File: src/rtl/fp_expand_stream.sv
// fp_expand_stream: lossless widening of signed Q-format samples through a
// 2-entry elastic buffer, with an output transfer counter and a peak |sample|
// monitor. Integer part is sign-extended, fraction is zero-padded.
module fp_expand_stream #(
    parameter int unsigned NB_XI  = 8,
    parameter int unsigned NBF_XI = 6,
    parameter int unsigned NB_XO  = 20,
    parameter int unsigned NBF_XO = 12,
    parameter int unsigned NB_CNT = 16
) (
    input  logic              i_clock,
    input  logic              i_reset,
    input  logic [NB_XI-1:0]  i_data,
    input  logic              i_valid,
    output logic              o_ready,
    output logic [NB_XO-1:0]  o_data,
    output logic              o_valid,
    input  logic              i_ready,
    input  logic              i_clear,
    output logic [NB_CNT-1:0] o_count,
    output logic [NB_XI-1:0]  o_peak
);

    // Fraction padding width; the sign-extension width is implied by NB_XO.
    localparam int unsigned PAD = NBF_XO - NBF_XI;

    // Reject formats that cannot hold the input exactly.
    if (((int'(NB_XO) - int'(NBF_XO)) < (int'(NB_XI) - int'(NBF_XI))) ||
        (int'(NBF_XO) < int'(NBF_XI))) begin : g_bad_format
        $fatal(1, "fp_expand_stream: output format narrower than input format");
    end

    typedef enum logic [1:0] {
        OCC_EMPTY = 2'd0,
        OCC_ONE   = 2'd1,
        OCC_FULL  = 2'd2
    } occ_e;

    occ_e              occ_q, occ_d;
    logic [NB_XO-1:0]  head_q, head_d;
    logic [NB_XO-1:0]  tail_q, tail_d;
    logic [NB_CNT-1:0] count_q, count_d;
    logic [NB_XI-1:0]  peak_q, peak_d;

    logic              push_c;
    logic              pop_c;
    logic [NB_XO-1:0]  wide_c;
    logic [NB_XI-1:0]  abs_c;

    // Handshake qualifiers; ready depends on registered occupancy only.
    always_comb begin
        push_c = i_valid && (occ_q != OCC_FULL);
        pop_c  = (occ_q != OCC_EMPTY) && i_ready;
    end

    // Widening and unsigned magnitude of the incoming sample.
    always_comb begin
        wide_c = NB_XO'($signed(i_data)) << PAD;
        abs_c  = i_data[NB_XI-1] ? (~i_data + NB_XI'(1)) : i_data;
    end

    // Buffer occupancy FSM and entry updates; new words queue behind the head.
    always_comb begin
        occ_d  = occ_q;
        head_d = head_q;
        tail_d = tail_q;
        case (occ_q)
            OCC_EMPTY: begin
                if (push_c) begin
                    head_d = wide_c;
                    occ_d  = OCC_ONE;
                end
            end
            OCC_ONE: begin
                if (push_c && pop_c) begin
                    head_d = wide_c;
                end else if (push_c) begin
                    tail_d = wide_c;
                    occ_d  = OCC_FULL;
                end else if (pop_c) begin
                    occ_d  = OCC_EMPTY;
                end
            end
            OCC_FULL: begin
                if (pop_c) begin
                    head_d = tail_q;
                    occ_d  = OCC_ONE;
                end
            end
            default: begin
                occ_d = OCC_EMPTY;
            end
        endcase
    end

    // Transfer counter and peak monitor; clear wins over same-cycle updates.
    always_comb begin
        count_d = count_q;
        peak_d  = peak_q;
        if (i_clear) begin
            count_d = '0;
            peak_d  = '0;
        end else begin
            if (pop_c) begin
                count_d = count_q + NB_CNT'(1);
            end
            if (push_c && (abs_c > peak_q)) begin
                peak_d = abs_c;
            end
        end
    end

    // State registers; reset discards buffered words immediately.
    always_ff @(posedge i_clock or posedge i_reset) begin
        if (i_reset) begin
            occ_q   <= OCC_EMPTY;
            head_q  <= '0;
            tail_q  <= '0;
            count_q <= '0;
            peak_q  <= '0;
        end else begin
            occ_q   <= occ_d;
            head_q  <= head_d;
            tail_q  <= tail_d;
            count_q <= count_d;
            peak_q  <= peak_d;
        end
    end

    // Output mapping from registered state.
    always_comb begin
        o_valid = (occ_q != OCC_EMPTY);
        o_ready = (occ_q != OCC_FULL);
        o_data  = head_q;
        o_count = count_q;
        o_peak  = peak_q;
    end

endmodule

File: config.mk
export PLATFORM = sky130hd
export DESIGN_NAME = fp_expand_stream
export DESIGN_NICKNAME = d
export VERILOG_FILES = /design/src/rtl/fp_expand_stream.sv
export SDC_FILE = /design/constraint.sdc
export NUM_CORES = 1
export LEC_CHECK = 0
export BUFFER_PORTS_ARGS = -buffer_cell sky130_fd_sc_hd__buf_2
export CORE_ASPECT_RATIO = 0.8
export CORE_UTILIZATION = 45
export DETAILED_ROUTE_END_ITERATION = 10
export GPL_TIMING_DRIVEN = 0
export PLACE_DENSITY = 0.7
export SLEW_MARGIN = 10
export SYNTH_ARGS = -nofsm -noshare
export SYNTH_HDL_FRONTEND = slang
export SYNTH_SLANG_ARGS = --single-unit
File: constraint.sdc
create_clock -name i_clock -period 2.8 [get_ports i_clock]
set_input_delay 0.14 -clock i_clock [delete_from_list [all_inputs] [get_ports i_clock]]
set_output_delay 0.14 -clock i_clock [all_outputs]
set_load 0.01 [all_outputs]
# ---- After elaboration in Yosys (flattened, before gate mapping)
# Index checks and enable logic that the tools add are counted.
dict set report word_totals {
  register_bits 54
  word_cells 45
  out_inout_bits 46
}
dict set report op_classes {
  add_sub_neg 2
  reduce_logical 12
  n_eq_ne 8
  order_cmp 1
  muxes 15
  bitwise_logic 2
}
# op count
set ops {}
lappend ops {{$mux W20} 3}
lappend ops {{$pmux W20 S3} 1}
lappend ops {{$mux W16} 2}
lappend ops {{$mux W8} 3}
lappend ops {{$add A16 B1 Y16 const B} 1}
lappend ops {{$mux W2} 5}
lappend ops {{$ne A2 B2 Y1 const B} 5}
lappend ops {{$add A8 B1 Y8 const B} 1}
lappend ops {{$gt A8 B8 Y1} 1}
lappend ops {{$not A8 Y8} 1}
lappend ops {{$reduce_and A4 Y1} 2}
lappend ops {{$pmux W2 S3} 1}
lappend ops {{$reduce_bool A2 Y1} 3}
lappend ops {{$logic_and A1 B1 Y1} 4}
lappend ops {{$ne A3 B3 Y1 const B} 1}
lappend ops {{$reduce_and A3 Y1} 1}
lappend ops {{$reduce_bool A3 Y1} 1}
lappend ops {{$eq A2 B1 Y1 const B} 1}
lappend ops {{$eq A2 B2 Y1 const B} 1}
lappend ops {{$logic_not A2 Y1} 1}
lappend ops {{$not A1 Y1} 1}

# ---- Longest topological paths before layout
dict set report depth {
  ltp_word 7
  depth_mapped 12
  depth_no_buf 11
}

# ---- Worst setup path before layout
# Ideal clock, no wire load.
dict set report synth_path {
  kind {input-to-reg}
  from {input i_data[0]}
  to {register peak_q[2] (netlist: o_peak[2])}
  setup_time_ps 128
  required_time_ps 2672
  setup_slack_ps 476
  cell_stages 12
  arrival_time_ps 2196
  n_path_buf 1
  path_cell_list {inv_1 > ha_1 > nand2b_1 > o41ai_1 > xnor2_1 > ha_1 > nand2_1 > o21ai_1 > a2111oi_4 > buf_6 > o21ai_0 > o311a_2}
}
dict set report synth_between {
  elab_chain_cells 6
  elab_cells_between_ends 8
  classes_between {add/sub (1); order compare (1); mux (3); bitwise (1); reduce/logical (2)}
}
# item line
set synth_lines {}
lappend synth_lines {{start: declaration} 13} ;# input logic [NB_XI-1:0] i_data,
lappend synth_lines {{$not A8 Y8} 59} ;# abs_c = i_data[NB_XI-1] ? (~i_data + NB_XI'(1)) : i_data;
lappend synth_lines {{$add A8 B1 Y8} 59}
lappend synth_lines {{$mux W8 *} 59}
lappend synth_lines {{$gt A8 B8 Y1} 107} ;# if (push_c && (abs_c > peak_q)) begin
lappend synth_lines {{$logic_and A1 B1 Y1} 107}
lappend synth_lines {{$reduce_bool A2 Y1 (no line)} -}
lappend synth_lines {{end signal: assignment} 126} ;# peak_q <= peak_d;
lappend synth_lines {{end: declaration} 43} ;# logic [NB_XI-1:0] peak_q, peak_d;
# Mark *: on every way between the ends. The rest lies on a longest branch, timed or not. The select of a mux whose other input is x is not followed.
# A chain may end at the register's enable or synchronous reset.

# ---- Final worst setup path
# Same ends and word-level chain as after synthesis.

==> results.md <==
- Slew Limit Fails: 0
- Die Wd: 83.4 um
- Worst IR drop on VDD: 0.317 mV
- Worst slack at placement: 22.2 ps
- Synth cell types: 44
- Post-DP HPWL: 3.69 mm
- CP Cell Sequence: buf_2 > inv_1 > ha_1 > nand2b_1 > o41ai_1 > xnor2_1 > ha_1 > nand2_1 > o21ai_1 > a2111oi_4 > buf_6 > o21ai_0 > o311a_2
- CP arrival: 2650 ps
- TritonCTS Buffers: 5
- R2R Path Start: o_peak[7]
- GPL Wtd Cong: 0.848
- Syn Inst Count: 245
- Share of layout cells above drive strength 1: 30.9%
- Clock sinks: 42
- R2R depth: 8
- Ant diodes: 0
- Sequential area share after synthesis: 44.0%
- Clock share of power: 24.8%
- H-tree levels: 2
- Psw: 0.587 mW
- Die ar.: 5600 um^2
- Synth warn: 0
- Combinational share of power: 32.8%
- GRT overflow: 0
- Fin. Hold Viols: 0
- Top cell by count, worst path: ha_1
- Hold Startpoint: i_ready
- Async SR Flop Fraction: 100%
- Seq pwr share: 42.4%
- Fmax achieved: 402 MHz
- Rows: 23
- Commonest non-fill, non-tap cell in the layout: buf_2
- Post-DP Area: 2760 um^2
- Routed WL: 4.82 mm
- Area growth syn-to-layout: 20.5%
- Initial Utilization: 47.1%
- Later-pin clock latency in the skew report: 280 ps
- Slew @ Worst Pin: 528 ps
- Hold WC Path Type: input port to flip-flop
- Cell Area, Synth: 2390 um^2
- Inst Count DP: 364
- CP Launch Type: input port
- Initial antenna violation count: 0
- Finished Cell Area: 2870 um^2
- Reg-to-reg endpoint: o_peak[2]
- Clock buffer depth: 2
- Setup Fix Bufs, Post-CTS: 0
- Kind of critical path: input port to flip-flop
- Pint: 1.28 mW
- Post-layout util: 56.7%
- Maxcap violations: 0
- Antenna Nets Post-Route: 0
- Syn avg cell area: 9.74 um^2
- Non-filler cells, final: 373
- Switching share of power: 31.5%
- DRC: 0
- Final setup violation count: 0
- Power Dens Cells: 649 nW/um^2
- EDFF count, synth: 0
- Hold Crit Depth: 2
- Slowest-stage cell, CP: a2111oi_4
- Hold Slack: 90.4 ps
- Setup TNS: 0 ps
- Buffers on Ports: 51
- Ys flop type: dfrtp_1
- Nets: 333
- Largest net degree at the start of global routing: 38
- Tmin final: 2490 ps
- Flop2flop setup slack: 640 ps
- TritonCTS clock tree: built
- Crit. End Element: flip-flop
- DRT iter0 DRCs: 74
- CP bufs+invs: 3
- Crit-path max cell delay: 560 ps
- IO Pins: 59
- Number of global-route vias before repair: 1,667
- Vias/cell: 5.05
- Via count: 1,882
- Chip height: 67.1 um
- Root buffer cell: clkbuf_8
- DR WL/cell: 12.9 um
- Clock-pin slew on the worst setup and hold paths: 80 ps
- Post-layout worst setup margin: 313 ps
- Worst min-delay path endpoint: occ_q[1]
- CP Max Fanout: 10
- Required time of the worst setup path: 2970 ps
- Fin crit share: 88.8%
- Status: finished, final reports clean
- Top delay family on crit path: compound AO/OA/AOI/OAI gates
- Total power: 1.87 mW
- Total track usage: 18.5%
- First-pass GRT wire length: 8.17 mm
- Setup Skew: 5.17 ps
- Initial DRT Pass Iterations: 4
- Post-synthesis register bit count: 42
- Leak pwr: 1.38 nW
- Most frequent cells in the layout: buf_2, dfrtp_1, nor2_1
- Relative slew margins: 64.8%
- Unrepaired setup endpoints after global routing: no
- Fill cells: 484
- Core Area: 5060 um^2
==> cells in the mapped netlist (4+ instances only) <==
library cell	count	area [um^2]
a21oi_1	10	50.1
a31oi_1	6	37.5
buf_4	13	97.6
clkbuf_1	8	30.0
dfrtp_1	42	1050
ha_1	10	125
inv_1	11	41.3
mux2_2	8	90.1
nand2_1	22	82.6
nand2b_1	4	25.0
nand3_1	5	25.0
nand4_1	6	37.5
nor2_1	27	101
nor2b_1	4	25.0
nor3_1	4	20.0
o21ai_0	10	50.1
o311a_2	6	67.6
xnor2_1	10	87.6
xor2_1	8	70.1
==> worst max-delay path by stage <==
stage / start / endpoint / depth (start not counted)
floorplan: i_data[0] / o_peak[2] / 12
global placement: i_data[0] / o_peak[2] / 13
detailed placement: i_data[0] / o_peak[1] / 13
CTS: i_data[0] / o_peak[3] / 13
global route: i_data[0] / o_peak[1] / 13
finish: i_data[0] / o_peak[2] / 13
==> registers in the layout, indices dropped and copies added (netlist names) <==
signal	cells
o_count	16
o_data	8
o_peak	8
tail_q	8
occ_q	2
==> metal layers <==
metal	share of wire [%]	track usage (%)	up-vias	wire [um]
met1	51	27.8	870	2460
li1	-	-	963	-
met4	0.42	4.45	0	20
met5	0	0	-	0
met2	44	27.5	47	2110
met3	4.7	3.67	2	227
==> power by group through the flow <==
stage / clock network [mW] / registers (mW) / logic [mW]
after floorplan: 0 / 0.820 / 0.406
after global placement: 0 / 0.796 / 0.594
after detailed placement: 0 / 0.804 / 0.611
after CTS: 0.482 / 0.792 / 0.616
after global routing: 0.514 / 0.810 / 0.681
final: 0.463 / 0.792 / 0.611
==> area by class of cell <==
class / instances / area [um^2] / share of cell area (%)
clock inverter: 1 / 30.0 / 1.04
timing repair buffer: 53 / 285 / 9.93
multi-input combinational: 173 / 1160 / 40.5
tap: 62 / 77.6 / 2.70
buffer: 23 / 144 / 5.01
sequential: 42 / 1050 / 36.6
inverter: 12 / 45.0 / 1.57
clock buffer: 7 / 76.3 / 2.66
==> cell families after synthesis <==
| group | share of synthesized area, % |
|---|---|
| compound gates | 14.0 |
| buf+inv | 7.92 |
| other cells | 0.157 |
| xor+xnor | 6.61 |
| simple gates | 17.8 |
| fa+ha+maj | 5.24 |
| mux | 4.20 |
| flops | 44.0 |
==> worst reg2reg max path, cell delays in order (launching register included) <==
cell	delay, ps
dfrtp_1	350
inv_1	70
ha_1	340
a21oi_2	160
o21ai_1	120
a2111oi_4	560
buf_6	210
o21ai_0	100
o311a_2	130
==> timing repair <==
action	in CTS	in global routing
hold endpoints to repair	42	0
hold buffers	1	0
resized for setup	0	0
Note: power is estimated with default switching activity, not from simulation.
